==> src/rtl/ahb_master.sv <==
// AHB-Lite initiator: turns single/incrementing-burst commands into pipelined AHB
// transfers and reports per-beat read data and error status on a response pulse.
module ahb_master #(
    parameter int unsigned ADDR_W = 32,
    parameter int unsigned DATA_W = 32,
    parameter int unsigned LEN_W  = 4
) (
    input  logic              hclk,
    input  logic              hresetn,
    input  logic              cmd_valid,
    output logic              cmd_ready,
    input  logic              cmd_write,
    input  logic [ADDR_W-1:0] cmd_addr,
    input  logic [LEN_W-1:0]  cmd_len,
    input  logic [DATA_W-1:0] wr_data,
    output logic              wr_pop,
    output logic              rsp_valid,
    output logic [DATA_W-1:0] rsp_rdata,
    output logic              rsp_err,
    output logic              rsp_last,
    output logic [1:0]        htrans,
    output logic [ADDR_W-1:0] haddr,
    output logic              hwrite,
    output logic [DATA_W-1:0] hwdata,
    output logic              hready_in,
    input  logic              hreadyout,
    input  logic [1:0]        hresp,
    input  logic [DATA_W-1:0] hrdata
);
    localparam logic [1:0] StIdle = 2'd0;
    localparam logic [1:0] StAddr = 2'd1;
    localparam logic [1:0] StLast = 2'd2;
    localparam logic [1:0] StErr  = 2'd3;

    localparam logic [1:0] TrIdle   = 2'b00;
    localparam logic [1:0] TrNonseq = 2'b10;
    localparam logic [1:0] TrSeq    = 2'b11;

    logic [1:0]        state_q, state_d;
    logic [1:0]        htrans_q, htrans_d;
    logic [ADDR_W-1:0] haddr_q, haddr_d;
    logic              hwrite_q, hwrite_d;
    logic [DATA_W-1:0] hwdata_q, hwdata_d;
    logic [DATA_W-1:0] wbuf_q, wbuf_d;
    logic              wr_pop_q, wr_pop_d;
    logic              rsp_valid_q, rsp_valid_d;
    logic [DATA_W-1:0] rsp_rdata_q, rsp_rdata_d;
    logic              rsp_err_q, rsp_err_d;
    logic              rsp_last_q, rsp_last_d;
    logic              cmd_ready_q, cmd_ready_d;
    logic [LEN_W-1:0]  remaining_q, remaining_d;
    logic              dp_valid_q, dp_valid_d;
    logic              dp_last_q, dp_last_d;
    logic [ADDR_W-1:0] next_addr;
    logic              dp_err;

    assign next_addr = haddr_q + ADDR_W'(4);
    assign dp_err    = dp_valid_q && (hresp != 2'b00);

    always_comb begin
        state_d     = state_q;
        htrans_d    = htrans_q;
        haddr_d     = haddr_q;
        hwrite_d    = hwrite_q;
        hwdata_d    = hwdata_q;
        cmd_ready_d = cmd_ready_q;
        remaining_d = remaining_q;
        dp_valid_d  = dp_valid_q;
        dp_last_d   = dp_last_q;
        wr_pop_d    = 1'b0;
        rsp_valid_d = 1'b0;
        rsp_rdata_d = '0;
        rsp_err_d   = 1'b0;
        rsp_last_d  = 1'b0;
        // A popped word may have to wait out a stalled data phase before reaching hwdata.
        wbuf_d      = wr_pop_q ? wr_data : wbuf_q;

        case (state_q)
            StIdle: begin
                if (!cmd_ready_q) begin
                    cmd_ready_d = 1'b1;
                end else if (cmd_valid) begin
                    cmd_ready_d = 1'b0;
                    haddr_d     = cmd_addr;
                    hwrite_d    = cmd_write;
                    remaining_d = cmd_len;
                    htrans_d    = TrNonseq;
                    wr_pop_d    = cmd_write;
                    dp_valid_d  = 1'b0;
                    state_d     = StAddr;
                end
            end
            StAddr, StLast: begin
                if (dp_err && !hreadyout) begin
                    htrans_d = TrIdle;
                    state_d  = StErr;
                end else if (hreadyout) begin
                    if (dp_valid_q) begin
                        rsp_valid_d = 1'b1;
                        rsp_err_d   = dp_err;
                        rsp_last_d  = dp_last_q | dp_err;
                        rsp_rdata_d = (hwrite_q || dp_err) ? '0 : hrdata;
                    end
                    if (dp_err || state_q == StLast) begin
                        htrans_d   = TrIdle;
                        dp_valid_d = 1'b0;
                        state_d    = StIdle;
                    end else begin
                        dp_valid_d = 1'b1;
                        dp_last_d  = (remaining_q == '0);
                        if (hwrite_q) begin
                            hwdata_d = wr_pop_q ? wr_data : wbuf_q;
                        end
                        if (remaining_q != '0) begin
                            haddr_d     = next_addr;
                            htrans_d    = (next_addr[9:0] == 10'd0) ? TrNonseq : TrSeq;
                            remaining_d = remaining_q - LEN_W'(1);
                            wr_pop_d    = hwrite_q;
                        end else begin
                            htrans_d = TrIdle;
                            state_d  = StLast;
                        end
                    end
                end
            end
            StErr: begin
                if (hreadyout) begin
                    rsp_valid_d = 1'b1;
                    rsp_err_d   = 1'b1;
                    rsp_last_d  = 1'b1;
                    dp_valid_d  = 1'b0;
                    state_d     = StIdle;
                end
            end
            default: state_d = StIdle;
        endcase
    end

    always_ff @(posedge hclk or negedge hresetn) begin
        if (!hresetn) begin
            state_q     <= StIdle;
            htrans_q    <= TrIdle;
            haddr_q     <= '0;
            hwrite_q    <= 1'b0;
            hwdata_q    <= '0;
            wbuf_q      <= '0;
            wr_pop_q    <= 1'b0;
            rsp_valid_q <= 1'b0;
            rsp_rdata_q <= '0;
            rsp_err_q   <= 1'b0;
            rsp_last_q  <= 1'b0;
            cmd_ready_q <= 1'b1;
            remaining_q <= '0;
            dp_valid_q  <= 1'b0;
            dp_last_q   <= 1'b0;
        end else begin
            state_q     <= state_d;
            htrans_q    <= htrans_d;
            haddr_q     <= haddr_d;
            hwrite_q    <= hwrite_d;
            hwdata_q    <= hwdata_d;
            wbuf_q      <= wbuf_d;
            wr_pop_q    <= wr_pop_d;
            rsp_valid_q <= rsp_valid_d;
            rsp_rdata_q <= rsp_rdata_d;
            rsp_err_q   <= rsp_err_d;
            rsp_last_q  <= rsp_last_d;
            cmd_ready_q <= cmd_ready_d;
            remaining_q <= remaining_d;
            dp_valid_q  <= dp_valid_d;
            dp_last_q   <= dp_last_d;
        end
    end

    assign cmd_ready = cmd_ready_q;
    assign wr_pop    = wr_pop_q;
    assign rsp_valid = rsp_valid_q;
    assign rsp_rdata = rsp_rdata_q;
    assign rsp_err   = rsp_err_q;
    assign rsp_last  = rsp_last_q;
    assign htrans    = htrans_q;
    assign haddr     = haddr_q;
    assign hwrite    = hwrite_q;
    assign hwdata    = hwdata_q;
    assign hready_in = hreadyout;

endmodule

==> config.mk <==
export PLATFORM = sky130hd
export DESIGN_NAME = ahb_master
export DESIGN_NICKNAME = d
export VERILOG_FILES = /design/src/rtl/ahb_master.sv
export SDC_FILE = /design/constraint.sdc
export NUM_CORES = 1
export LEC_CHECK = 0
export CAP_MARGIN = 20
export CELL_PAD_IN_SITES_DETAIL_PLACEMENT = 0
export CELL_PAD_IN_SITES_GLOBAL_PLACEMENT = 1
export CORE_MARGIN = 4
export CORE_UTILIZATION = 32
export DETAILED_ROUTE_END_ITERATION = 7
export GPL_ROUTABILITY_DRIVEN = 0
export PLACE_DENSITY = 0.81
export REMOVE_ABC_BUFFERS = 1
export SYNTH_ARGS = -nofsm -noshare
export SYNTH_HDL_FRONTEND = slang
export SYNTH_SLANG_ARGS = --single-unit
==> constraint.sdc <==
create_clock -name hclk -period 2 [get_ports hclk]
set_clock_uncertainty 0.05 [all_clocks]
set_input_delay 0.5 -clock hclk [delete_from_list [all_inputs] [get_ports hclk]]
set_output_delay 0.5 -clock hclk [all_outputs]
set_load 0.1 [all_outputs]
==> impl_results.md, run 1 <==
- Critical Path Sink Type: flop
- Number of synthesis warnings: 0
- Minimum clock period: 2.05 ns
- Root Driver: clkbuf_16
- Vias in the first global route: about 5,600
- Starting density of the core: 32.7%
- Via density: roughly 4.8
- DRC violation count after routing: 0
- Diodes inserted: 0
- Reg2reg start: remaining_q[0]
- Total Wirelength: approximately 19,000 µm
- Iteration-0 DRC count of the detailed router: 221
- CP max stage delay: roughly 0.39 ns
- TritonRoute pass-1 iters: 4
- Endpoints failing setup: 17
- Global Route met2 Usage: between 20% and 30%
- Die ar.: 22,400 µm²
- Port Buffers: between 200 and 250
- Worst setup path category: reg2reg
- CP Max Fanout: 8
- CTS Sinks: 144
- Most used routing layer: met2
- Setup WS post-layout: -0.0488 ns
- Initial antenna violation count: 0
- Layout area overhead: 76.2%
- Hold Path Origin: wbuf_q[12]
- CTS buffer count: 17
- Total gr overflow: 0
- GRT Resource Usage Total: 16.7%
- First-pass GRT wire length: between 20,000 and 30,000 µm
- Syn_area_per_cell: 11.3 µm²
- Slew headroom: ~70%
- Die W: ~150 µm
- Clk buf depth: 2
- Via Count: about 5,400
- H-tree depth: 4
- Worst-margin pin slew: about 0.45 ns
- Post-route ant nets: 0
- IO Pins: ~210
- FP Rows: 51
- Clock transition at path regs: ~0.06 ns
- CP Launch Type: flop
- GR met3 Demand/Resource: between 5 and 6%
- Failing checks: setup timing
- CTS tree: built
- Largest net degree at the start of global routing: 44
- Layout cells sized above 1: approximately 38%
- Worst-Skew Late Latency: 0.41 ns
- Top FF cell, synth: dfrtp_1
- CP max stage cell: dfrtp_1
- Seq cells post-synth: roughly 140
- Die H: about 150 µm
- Max cap viols: 0
- Worst EP required: around 2.3 ns
- Fin crit share: 102%
- Cells after Synth: between 500 and 600
- Fin. Hold Viols: 0
- Crit path DAT: between 2 and 2.5 ns
- Worst path cell trace: inv_2 -> ha_2 -> nor3b_4 -> nor4b_4 -> buf_4 -> buf_6 -> nor2_4 -> buf_12 -> a21oi_1 -> o22a_1
- Post-synthesis cell type count: 59
- Post-synthesis cell area: between 6000 and 7000 µm²
- Min-delay worst type: reg2reg
- Post-synthesis sequential area ratio: between 50 and 60%
- Top delay family on crit path: simple AND/OR/NAND/NOR gates
- Core Region: 19,600 µm²
- Post-synth EDFFs: 0
- Fmax: just under 500 MHz
- Slew Limit Fails: 0
- Final core utilization: between 50 and 60%
- Nets: ~960
- Status: finished, violations left
- Layout fillers: 1,597
- CP startpoint: remaining_q[0]
- Unrepaired setup endpoints after global routing: true
- Post-synth ARST share: between 90% and 100%
- DR WL/cell: roughly 17 µm
- CP Buf/Inv Count: 4
- Detailed Place HPWL: ~14,000 µm
- Met1 Use GR: 21.4%
## timing repair
action                     in CTS  in global routing
hold endpoints to repair       36                  0
gates cloned                    1                  1
setup endpoints to repair      34                 34
pin swaps                       4                  9
buffers inserted                5                  5
hold buffers                    1                  0
resized for setup              23                 24
## Yosys cell counts, types with 7 or more instances
cell / instances / area share [%]
a21oi_1: 40 / 3.1
a31oi_1: 7 / 0.68
and2_1: 36 / 3.5
buf_2: 9 / 0.70
clkbuf_1: 12 / 0.70
dfrtp_1: 143 / 56
ha_1: 7 / 1.4
mux2_2: 66 / 12
nand2_1: 45 / 2.6
nand3_1: 24 / 1.9
nand4_1: 12 / 1.2
nor2_1: 35 / 2.0
nor3_1: 7 / 0.55
o21ai_0: 22 / 1.7
o22a_1: 7 / 0.96
## state kept, by name (all words and copies together) (netlist names), 2 cells and up
name	cells
haddr	32
htrans	2
hwdata	32
remaining_q	4
rsp_rdata	32
state_q	2
wbuf_q	32
## worst reg2reg max path, delay by kind of cell (launching register included)
| family | cells | cell delay (ns) |
|---|---|---|
| adders and majority gates | 1 | 0.17 |
| and+or+nand+nor | 3 | 0.57 |
| buffers and inverters | 4 | 0.52 |
| AOI/OAI and AO/OA | 2 | 0.24 |
| DFF | 1 | 0.39 |
## final timing paths
check,endpoint,slack [ns],cells after the start
worst max-delay path,haddr[11],-0.05,10
worst min register to register,wbuf_q[12],0.44,1
worst max register to register,haddr[11],-0.05,10
max in group asynchronous,rsp_rdata[15],0.80,3
worst min-delay path,wbuf_q[12],0.44,1
min in group asynchronous,haddr[26],0.55,2
## per-stage QoR
| step | hold WS (ns) | setup TNS, ns | cells | setup slack, ns | cell area (µm²) |
|---|---|---|---|---|---|
| after global routing | 0.454 | -2.17 | 1124 | -0.121 | 11300 |
| after floorplan | 0.154 | -165.88 | 534 | -1.74 | 6250 |
| after global placement | 0.418 | -23.78 | 1081 | -0.412 | 10400 |
| final | 0.442 | -0.361 | 1124 | -0.0488 | 11300 |
| after detailed placement | 0.418 | -25.26 | 1081 | -0.422 | 10400 |
| after CTS | 0.445 | -0.0221 | 1118 | -0.0135 | 11200 |
## cell families (layout without fill, tap and decap cells)
logic type,count (synthesis),in the layout,synth area share (%)
AOI/OAI and AO/OA,123,123,12.5
xor gates and xnor gates,1,1,0.137
adders and majority gates,7,7,1.37
buffers and inverters,39,332,2.89
DFF,144,144,56.2
muxes,69,69,12.1
and+or+nand+nor,183,183,14.8
## layer usage
layer  share of wire, %  wire, µm
met4                1.6       302
met3                9.1      1700
met2                 47      8800
met1                 42      7900
met5                  0         0
## cell usage in the layout (no fill, tap or decap), types with 4 or more instances in the layout
master	Yosys	final
dfrtp_1	143	143
buf_12	0	115
clkdlybuf4s50_1	0	105
mux2_2	66	66
buf_4	5	62
nand2_1	45	43
and2_1	36	36
nor2_1	35	33
a21oi_1	40	27
nand3_1	24	24
o21ai_0	22	20
clkbuf_16	0	19
a21oi_2	0	13
nand4_1	12	12
buf_6	1	8
a31oi_1	7	7
o22a_1	7	7
and3_1	5	5
nor3_1	7	5
o22ai_1	6	5
a2bb2oi_1	6	5
o21a_1	4	4
clkinv_2	0	4
o32ai_1	4	4
ha_1	7	4
## cell type report
cell class / instances / area (µm²) / share of cell area (%)
well taps: 265 / 332 / 2.93
repair buffers: 294 / 3980 / 35.3
inverters: 7 / 27.5 / 0.244
flip-flops and latches: 144 / 3600 / 31.9
clock inverters: 10 / 136 / 1.21
multi-input cells: 383 / 2760 / 24.4
clock buffers: 21 / 460 / 4.07
Power of run 1 is left out: the tool's default activity adds up to more than one toggle a clock period on the data nets, which glitch-free logic cannot reach.
==> run 2, diff against run 1 <==
--- a/config.mk
+++ b/config.mk
@@ -8,11 +8,10 @@
 export CAP_MARGIN = 20
 export CELL_PAD_IN_SITES_DETAIL_PLACEMENT = 0
 export CELL_PAD_IN_SITES_GLOBAL_PLACEMENT = 1
-export CORE_MARGIN = 4
 export CORE_UTILIZATION = 32
 export DETAILED_ROUTE_END_ITERATION = 7
 export GPL_ROUTABILITY_DRIVEN = 0
-export PLACE_DENSITY = 0.81
+export PLACE_DENSITY_LB_ADDON = 0.1
 export REMOVE_ABC_BUFFERS = 1
 export SYNTH_ARGS = -nofsm -noshare
 export SYNTH_HDL_FRONTEND = slang
==> run 2 against run 1 <==
Against the previous run:
- the flow now finishes without violations
- worst hold slack is essentially flat
- clock-buffer cell count decreased by 4
- critical path depth shrank 7
- largest cell class unchanged
- non-clock buffer count is 6 lower
- highest routed layer unchanged
==> impl_results.md, run 2 (synthesis gave the netlist of run 1 again) <==
- DRC violation count after routing: 0 (unchanged)
- CTS buffer count: 17 (unchanged)
- Port Buffers: 211 (unchanged)
- Worst-margin pin slew: 0.390 ns (was 0.448 ns)
- Total gr overflow: 0 (unchanged)
- CP max stage delay: 0.54 ns (was 0.39 ns)
- Total Wirelength: 19,000 µm (was 18,700 µm)
- Via Count: 5,350 (was 5,446)
- Critical Path Sink Type: output port (was flop)
- R2R cell count: 9 (was 10)
- Commonest non-fill, non-tap cell in the layout: dfrtp_1 (unchanged)
- FP Rows: 51 (unchanged)
- CP max stage cell: clkdlybuf4s50_1 (was dfrtp_1)
- CTS tree: built (unchanged)
- Reg-to-reg slack, setup: 0.05 ns (was -0.05 ns)
- Root Driver: clkbuf_16 (unchanged)
- Worst setup path category: in2out (was reg2reg)
- TritonRoute pass-1 iters: 4 (unchanged)
- Endpoints failing setup: 0 (was 17)
- IO Pins: 212 (unchanged)
- Most frequent cells in the layout: dfrtp_1 (143), buf_12 (116), clkdlybuf4s50_1 (105) (was dfrtp_1 (143), buf_12 (115), clkdlybuf4s50_1 (105))
- Top delay family on crit path: buffers and inverters (was simple AND/OR/NAND/NOR gates)
- Met2 Wirelength: 9720 µm (was 8800 µm)
- WL met3: 800 µm (was 1700 µm)
- Highest metal layer with signal wires: met4 (unchanged)
- Die ar.: 20,600 µm² (was 22,400 µm²)
- GRT Resource Usage Total: 18.7% (was 16.7%)
- Total negative slack: 0 ns (was -0.361 ns)
- Unrepaired setup endpoints after global routing: true (unchanged)
- DR WL/cell: 17.0 µm (was 16.6 µm)
- Starting density of the core: 32.8% (was 32.7%)
- Crit Reg-Reg Endpoint: haddr[7] (was haddr[11])
- Fin. Hold Viols: 0 (unchanged)
- Via density: 4.78 (was 4.85)
- Layout area overhead: 74.5% (was 76.2%)
- Nets: 955 (was 961)
- CP Launch Type: input port (was flop)
- Fmax: 506 MHz (was 488 MHz)
- Vias in the first global route: 5,429 (was 5,588)
- Clk buf depth: 2 (unchanged)
- Detailed Place HPWL: 14,100 µm (was 13,800 µm)
- Slew headroom: 74.0% (was 70.1%)
- Clock transition at path regs: 0.06 ns (about the same)
- Reg2reg start: state_q[0] (was remaining_q[0])
- Post-route ant nets: 0 (unchanged)
- CP Max Fanout: 10 (was 8)
- Min-delay worst type: reg2reg (unchanged)
- Placed instance count: 1,080 (was 1,081)
- CP Buf/Inv Count: 3 (was 4)
- Final cell count without fillers: 1,119 (was 1,124)
- Fin crit share: 98.8% (was 102%)
- Status: completed (was finished, violations left)
- Core Region: 19,500 µm² (was 19,600 µm²)
- Worst hold slack: 0.443 ns (was 0.442 ns)
- Initial antenna violation count: 0 (unchanged)
- Multi-input gate area: 2750 µm² (was 2760 µm²)
- Register area: 3600 µm² (unchanged)
- Largest net degree at the start of global routing: 48 (was 44)
- M1 wire length: 8210 µm (was 7900 µm)
- Slew Limit Fails: 0 (unchanged)
- Crit path to: hready_in (was haddr[11])
- Worst EP required: 1.45 ns (was 2.25 ns)
- Worst path cell trace: clkdlybuf4s50_1 -> buf_4 -> buf_12 (was inv_2 -> ha_2 -> nor3b_4 -> nor4b_4 -> buf_4 -> buf_6 -> nor2_4 -> buf_12 -> a21oi_1 -> o22a_1)
- H-tree depth: 4 (unchanged)
- Max cap viols: 0 (unchanged)
- Diodes inserted: 0 (unchanged)
- CTS Sinks: 144 (unchanged)
- First-pass GRT wire length: 29,400 µm (was 29,300 µm)
- Minimum clock period: 1.98 ns (was 2.05 ns)
- Layout cells sized above 1: 36.4% (was 37.7%)
- Final core utilization: 57.3% (was 57.7%)
- Die W: 144 µm (was 150 µm)
- CP Depth: 3 (was 10)
- Iteration-0 DRC count of the detailed router: 200 (was 221)
- Layout fillers: 1,686 (was 1,597)
- Worst-Skew Late Latency: 0.42 ns (was 0.41 ns)
- Crit path DAT: 1.43 ns (was 2.30 ns)
- CP startpoint: hreadyout (was remaining_q[0])
- Die H: 144 µm (was 150 µm)
-- run 2: what timing repair did --
item | 4_1_cts | 5_1_grt
cloned | 0 | 1
pin swaps | 3 | 5
setup endpoints to repair | 67 | 64
endpoints found under the hold margin | 31 | 0
setup buffers | 1 | 4
hold buffers | 1 | 0
resized for setup | 15 | 25
-- run 2: final cells by class --
class / count / share of cell area [%]
Inverter: 7 / 0.246
Multi-Input combinational cell: 383 / 24.5
Clock buffer: 17 / 3.80
Timing Repair Buffer: 288 / 34.9
Sequential cell: 144 / 32.2
Tap cell: 265 / 2.96
Clock inverter: 15 / 1.31
-- run 2: through the flow --
step                      instance area [µm²]  setup WS (ns)
after floorplan                          6250          -1.74
after global placement                  10400         -0.458
after detailed placement                10400         -0.529
after CTS                               11000        -0.0210
after global routing                    11200        -0.0871
final                                   11200         0.0247
-- run 2: worst min-delay path by stage --
stage / startpoint / to / slack (ns) / depth (start not counted)
6_report: wbuf_q[10] / wbuf_q[10] / 0.44 / 1
5_1_grt: wbuf_q[20] / wbuf_q[20] / 0.46 / 1
4_1_cts: wbuf_q[28] / wbuf_q[28] / 0.45 / 1
3_5_place_dp: hresetn / hwdata[23] / 0.39 / 1
3_3_place_gp: hresetn / hwdata[4] / 0.39 / 1
2_1_floorplan: hresetn / dp_last_q / 0.15 / 0
-- run 2: per-layer routing --
metal  global-route usage (%)  vias to the layer above
li1                         -                     2580
met1                     24.4                     2617
met2                     31.2                      136
met3                     3.40                       17
met4                     6.16                        0
met5                        0                        -
Power of run 2 is left out for the same reason.
==> run 3, diff against run 2 <==
--- a/config.mk
+++ b/config.mk
@@ -5,14 +5,17 @@
 export SDC_FILE = /design/constraint.sdc
 export NUM_CORES = 1
 export LEC_CHECK = 0
+export ABC_AREA = 1
 export CAP_MARGIN = 20
 export CELL_PAD_IN_SITES_DETAIL_PLACEMENT = 0
 export CELL_PAD_IN_SITES_GLOBAL_PLACEMENT = 1
-export CORE_UTILIZATION = 32
+export CORE_UTILIZATION = 31
 export DETAILED_ROUTE_END_ITERATION = 7
 export GPL_ROUTABILITY_DRIVEN = 0
 export PLACE_DENSITY_LB_ADDON = 0.1
+export RECOVER_POWER = 25
 export REMOVE_ABC_BUFFERS = 1
+export SLEW_MARGIN = 15
 export SYNTH_ARGS = -nofsm -noshare
 export SYNTH_HDL_FRONTEND = slang
 export SYNTH_SLANG_ARGS = --single-unit
==> run 3 against run 2 <==
Against the previous run:
- register-to-register slack improved by 0.15 ns
- utilization decreased by 5.0 points
- maximum frequency increased by 2.9%
- largest cell class unchanged
==> impl_results.md, run 3 <==
- Post-synth EDFFs: 0 (unchanged)
- Crit path DAT: 1.37 ns (was 1.43 ns)
- DR WL/cell: 15.2 µm (was 17.0 µm)
- CTS tree: built (unchanged)
- Layout cells sized above 1: 20.1% (was 36.4%)
- Max cap viols: 0 (unchanged)
- Synth top cells by count: nand2_1 (315), dfrtp_1 (143), nor2_1 (129) (was dfrtp_1 (143), mux2_2 (66), nand2_1 (45))
- Die ar.: 22,700 µm² (was 20,600 µm²)
- CTS buffer count: 17 (unchanged)
- Nets: 1,206 (was 955)
- Final instance area: 11,400 µm² (was 11,200 µm²)
- Total Wirelength: 21,100 µm (was 19,000 µm)
- H-tree depth: 4 (unchanged)
- VDD IR max: between 0.6 and 0.7 mV
- Minimum clock period: 1.92 ns (was 1.98 ns)
- Most frequent cells in the layout: nand2_1 (315), dfrtp_1 (143), nor2_1 (129) (was dfrtp_1 (143), buf_12 (116), clkdlybuf4s50_1 (105))
- Initial antenna violation count: 0 (unchanged)
- Worst EP required: 1.45 ns (about the same)
- Detailed Place HPWL: 15,100 µm (was 14,100 µm)
- DRC violation count after routing: 0 (unchanged)
- Setup WS post-layout: 0.0807 ns (was 0.0247 ns)
- Min-delay worst type: reg2reg (unchanged)
- Endpoints failing setup: 0 (unchanged)
- Worst-margin pin slew: 0.648 ns (was 0.390 ns)
- Post-synthesis cell type count: 30 (was 59)
- Root Driver: clkbuf_16 (unchanged)
- IO Pins: 212 (unchanged)
- Register area: 3600 µm² (unchanged)
- Starting density of the core: 31.5% (was 32.8%)
- Unrepaired setup endpoints after global routing: false (was true)
- Diodes inserted: 0 (unchanged)
- Port Buffers: 211 (unchanged)
- Count leader, synth: nand2_1 (was dfrtp_1)
- Status: completed (unchanged)
- TritonRoute pass-1 iters: 4 (unchanged)
- Cells after Synth: 849 (was 566)
- Via Count: 6,280 (was 5,350)
- Die H: 151 µm (was 144 µm)
- Largest net degree at the start of global routing: 46 (was 48)
- Switching power of the nets: around 11 mW
- Clk buf depth: 2 (unchanged)
- Post-synthesis cell area: 6850 µm² (was 6410 µm²)
- Seq pwr share: 22.9%
- CP Launch Type: input port (unchanged)
- Int Power: roughly 11 mW
- Post-route ant nets: 0 (unchanged)
- Via density: 4.53 (was 4.78)
- CP Max Fanout: 4 (was 10)
- Commonest non-fill, non-tap cell in the layout: nand2_1 (was dfrtp_1)
- Clock transition at path regs: 0.06 ns (about the same)
- Critical Path Sink Type: output port (unchanged)
- Top post-synthesis cells by area: dfrtp_1 (52%), nand2_1 (17%), nor2_1 (7.1%) (was dfrtp_1 (56%), mux2_2 (12%), and2_1 (3.5%))
- CTS Sinks: 144 (unchanged)
- Synth top area share: 52.2% (was 55.8%)
- Worst-Skew Late Latency: 0.42 ns (about the same)
- Worst setup path category: in2out (unchanged)
- Layout area overhead: 66.2% (was 74.5%)
- Pwr dens: around 2000 nW/µm²
- Seq cells post-synth: 144 (unchanged)
- Placed inst area: 10,700 µm² (was 10,400 µm²)
- Vias in the first global route: 6,251 (was 5,429)
- Slew headroom: 56.8% (was 74.0%)
- GRT Resource Usage Total: 19.3% (was 18.7%)
- Worst slack, placed: -0.167 ns (was -0.529 ns)
- Switching part of the total: between 40% and 50%
- Core Region: 21,800 µm² (was 19,500 µm²)
- FP Rows: 54 (was 51)
- Comb pwr share: between 60% and 70%
- Post-synthesis sequential area ratio: 52.6% (was 56.2%)
- Fmax: 521 MHz (was 506 MHz)
- Slew Limit Fails: 0 (unchanged)
- Layout fillers: 2,042 (was 1,686)
- Multi-input gate area: 2920 µm² (was 2750 µm²)
- Yosys top cell by area: dfrtp_1 (unchanged)
- Fin. Hold Viols: 0 (unchanged)
- Iteration-0 DRC count of the detailed router: 235 (was 200)
- Top FF cell, synth: dfrtp_1 (unchanged)
- Total gr overflow: 0 (unchanged)
- Clock network power share: 15.0%
- Fin crit share: 96.0% (was 98.8%)
- Leak: ~5.3 nW
- First-pass GRT wire length: 33,400 µm (was 29,400 µm)
- Reg-to-reg slack, setup: 0.20 ns (was 0.05 ns)
- Post-synth ARST share: 100% (unchanged)
- Syn_area_per_cell: 8.07 µm² (was 11.3 µm²)
- Number of synthesis warnings: 0 (unchanged)
- Die W: 151 µm (was 144 µm)
run 3: cell types whose count changed after synthesis, moves of 36 or more:
cell	change
a21oi_1	-37
and2_1	-36
nand2_1	+270
o21ai_0	+36
mux2_2	-40
inv_1	+43
nor2_1	+94
run 3: critical path: stages:
cell             delay, ns
clkdlybuf4s50_1       0.55
buf_4                 0.15
buf_12                0.16
run 3: metal layers:
metal | wire, µm | vias up | global-route usage, %
li1 | - | 3148 | -
met1 | 9390 | 2965 | 24.6
met2 | 9960 | 156 | 31.4
met3 | 1540 | 11 | 6.64
met4 | 193 | 0 | 4.00
met5 | 0 | - | 0
run 3: final timing paths:
kind	end	cells after the start	startpoint
max in group asynchronous	rsp_rdata[23]	3	hresetn
min in group asynchronous	wbuf_q[9]	2	hresetn
worst min-delay path	wbuf_q[0]	1	wbuf_q[0]
worst min register to register	wbuf_q[0]	1	wbuf_q[0]
worst max-delay path	hready_in	3	hreadyout
worst max register to register	haddr[8]	12	state_q[0]
run 3: power by group through the flow:
stage / sequential, mW / combinational (mW) / clock (mW)
after floorplan: 9.64 / 3.40 / 0
after global placement: 5.20 / 13.5 / 0
after detailed placement: 5.22 / 13.5 / 0
after CTS: 5.17 / 13.8 / 3.47
after global routing: 5.31 / 14.9 / 3.58
final: 5.15 / 14.0 / 3.37
run 3: final cells by class:
class                      count  share of cell area, %
multi-input combinational    620                   25.6
inverter                      51                   1.70
timing repair buffer         258                   32.4
tap                          280                   3.08
clock buffer                  19                   3.98
clock inverter                13                   1.54
sequential                   144                   31.7
run 3: through the flow:
step                      power, mW  cells  util (%)  hold slack (ns)  TNS, ns
after floorplan                13.0    815         -            0.154  -127.81
after global placement         18.7   1348      49.0            0.417    -5.43
after detailed placement       18.7   1348      49.0            0.423    -6.70
after CTS                      22.4   1382      52.1            0.438        0
after global routing           23.8   1385      52.3            0.466        0
final                          22.5   1385      52.3            0.436        0
run 3: timing repair:
action	CTS	global route
resized for setup	1	8
cloned	1	2
endpoints found under the setup margin	5	34
hold buffers	1	0
setup buffers	0	1
endpoints found under the hold margin	24	0
run 3: cells by family after synthesis:
logic type	share of synthesized area (%)
buffers and inverters	5.51
AO/OA/AOI/OAI	5.11
AND/OR/NAND/NOR	29.1
flip-flops	52.6
XOR/XNOR	0.384
multiplexers	6.03
adder cells (fa/ha/maj)	1.28
No activity file was read; power rests on OpenSTA's default activity.
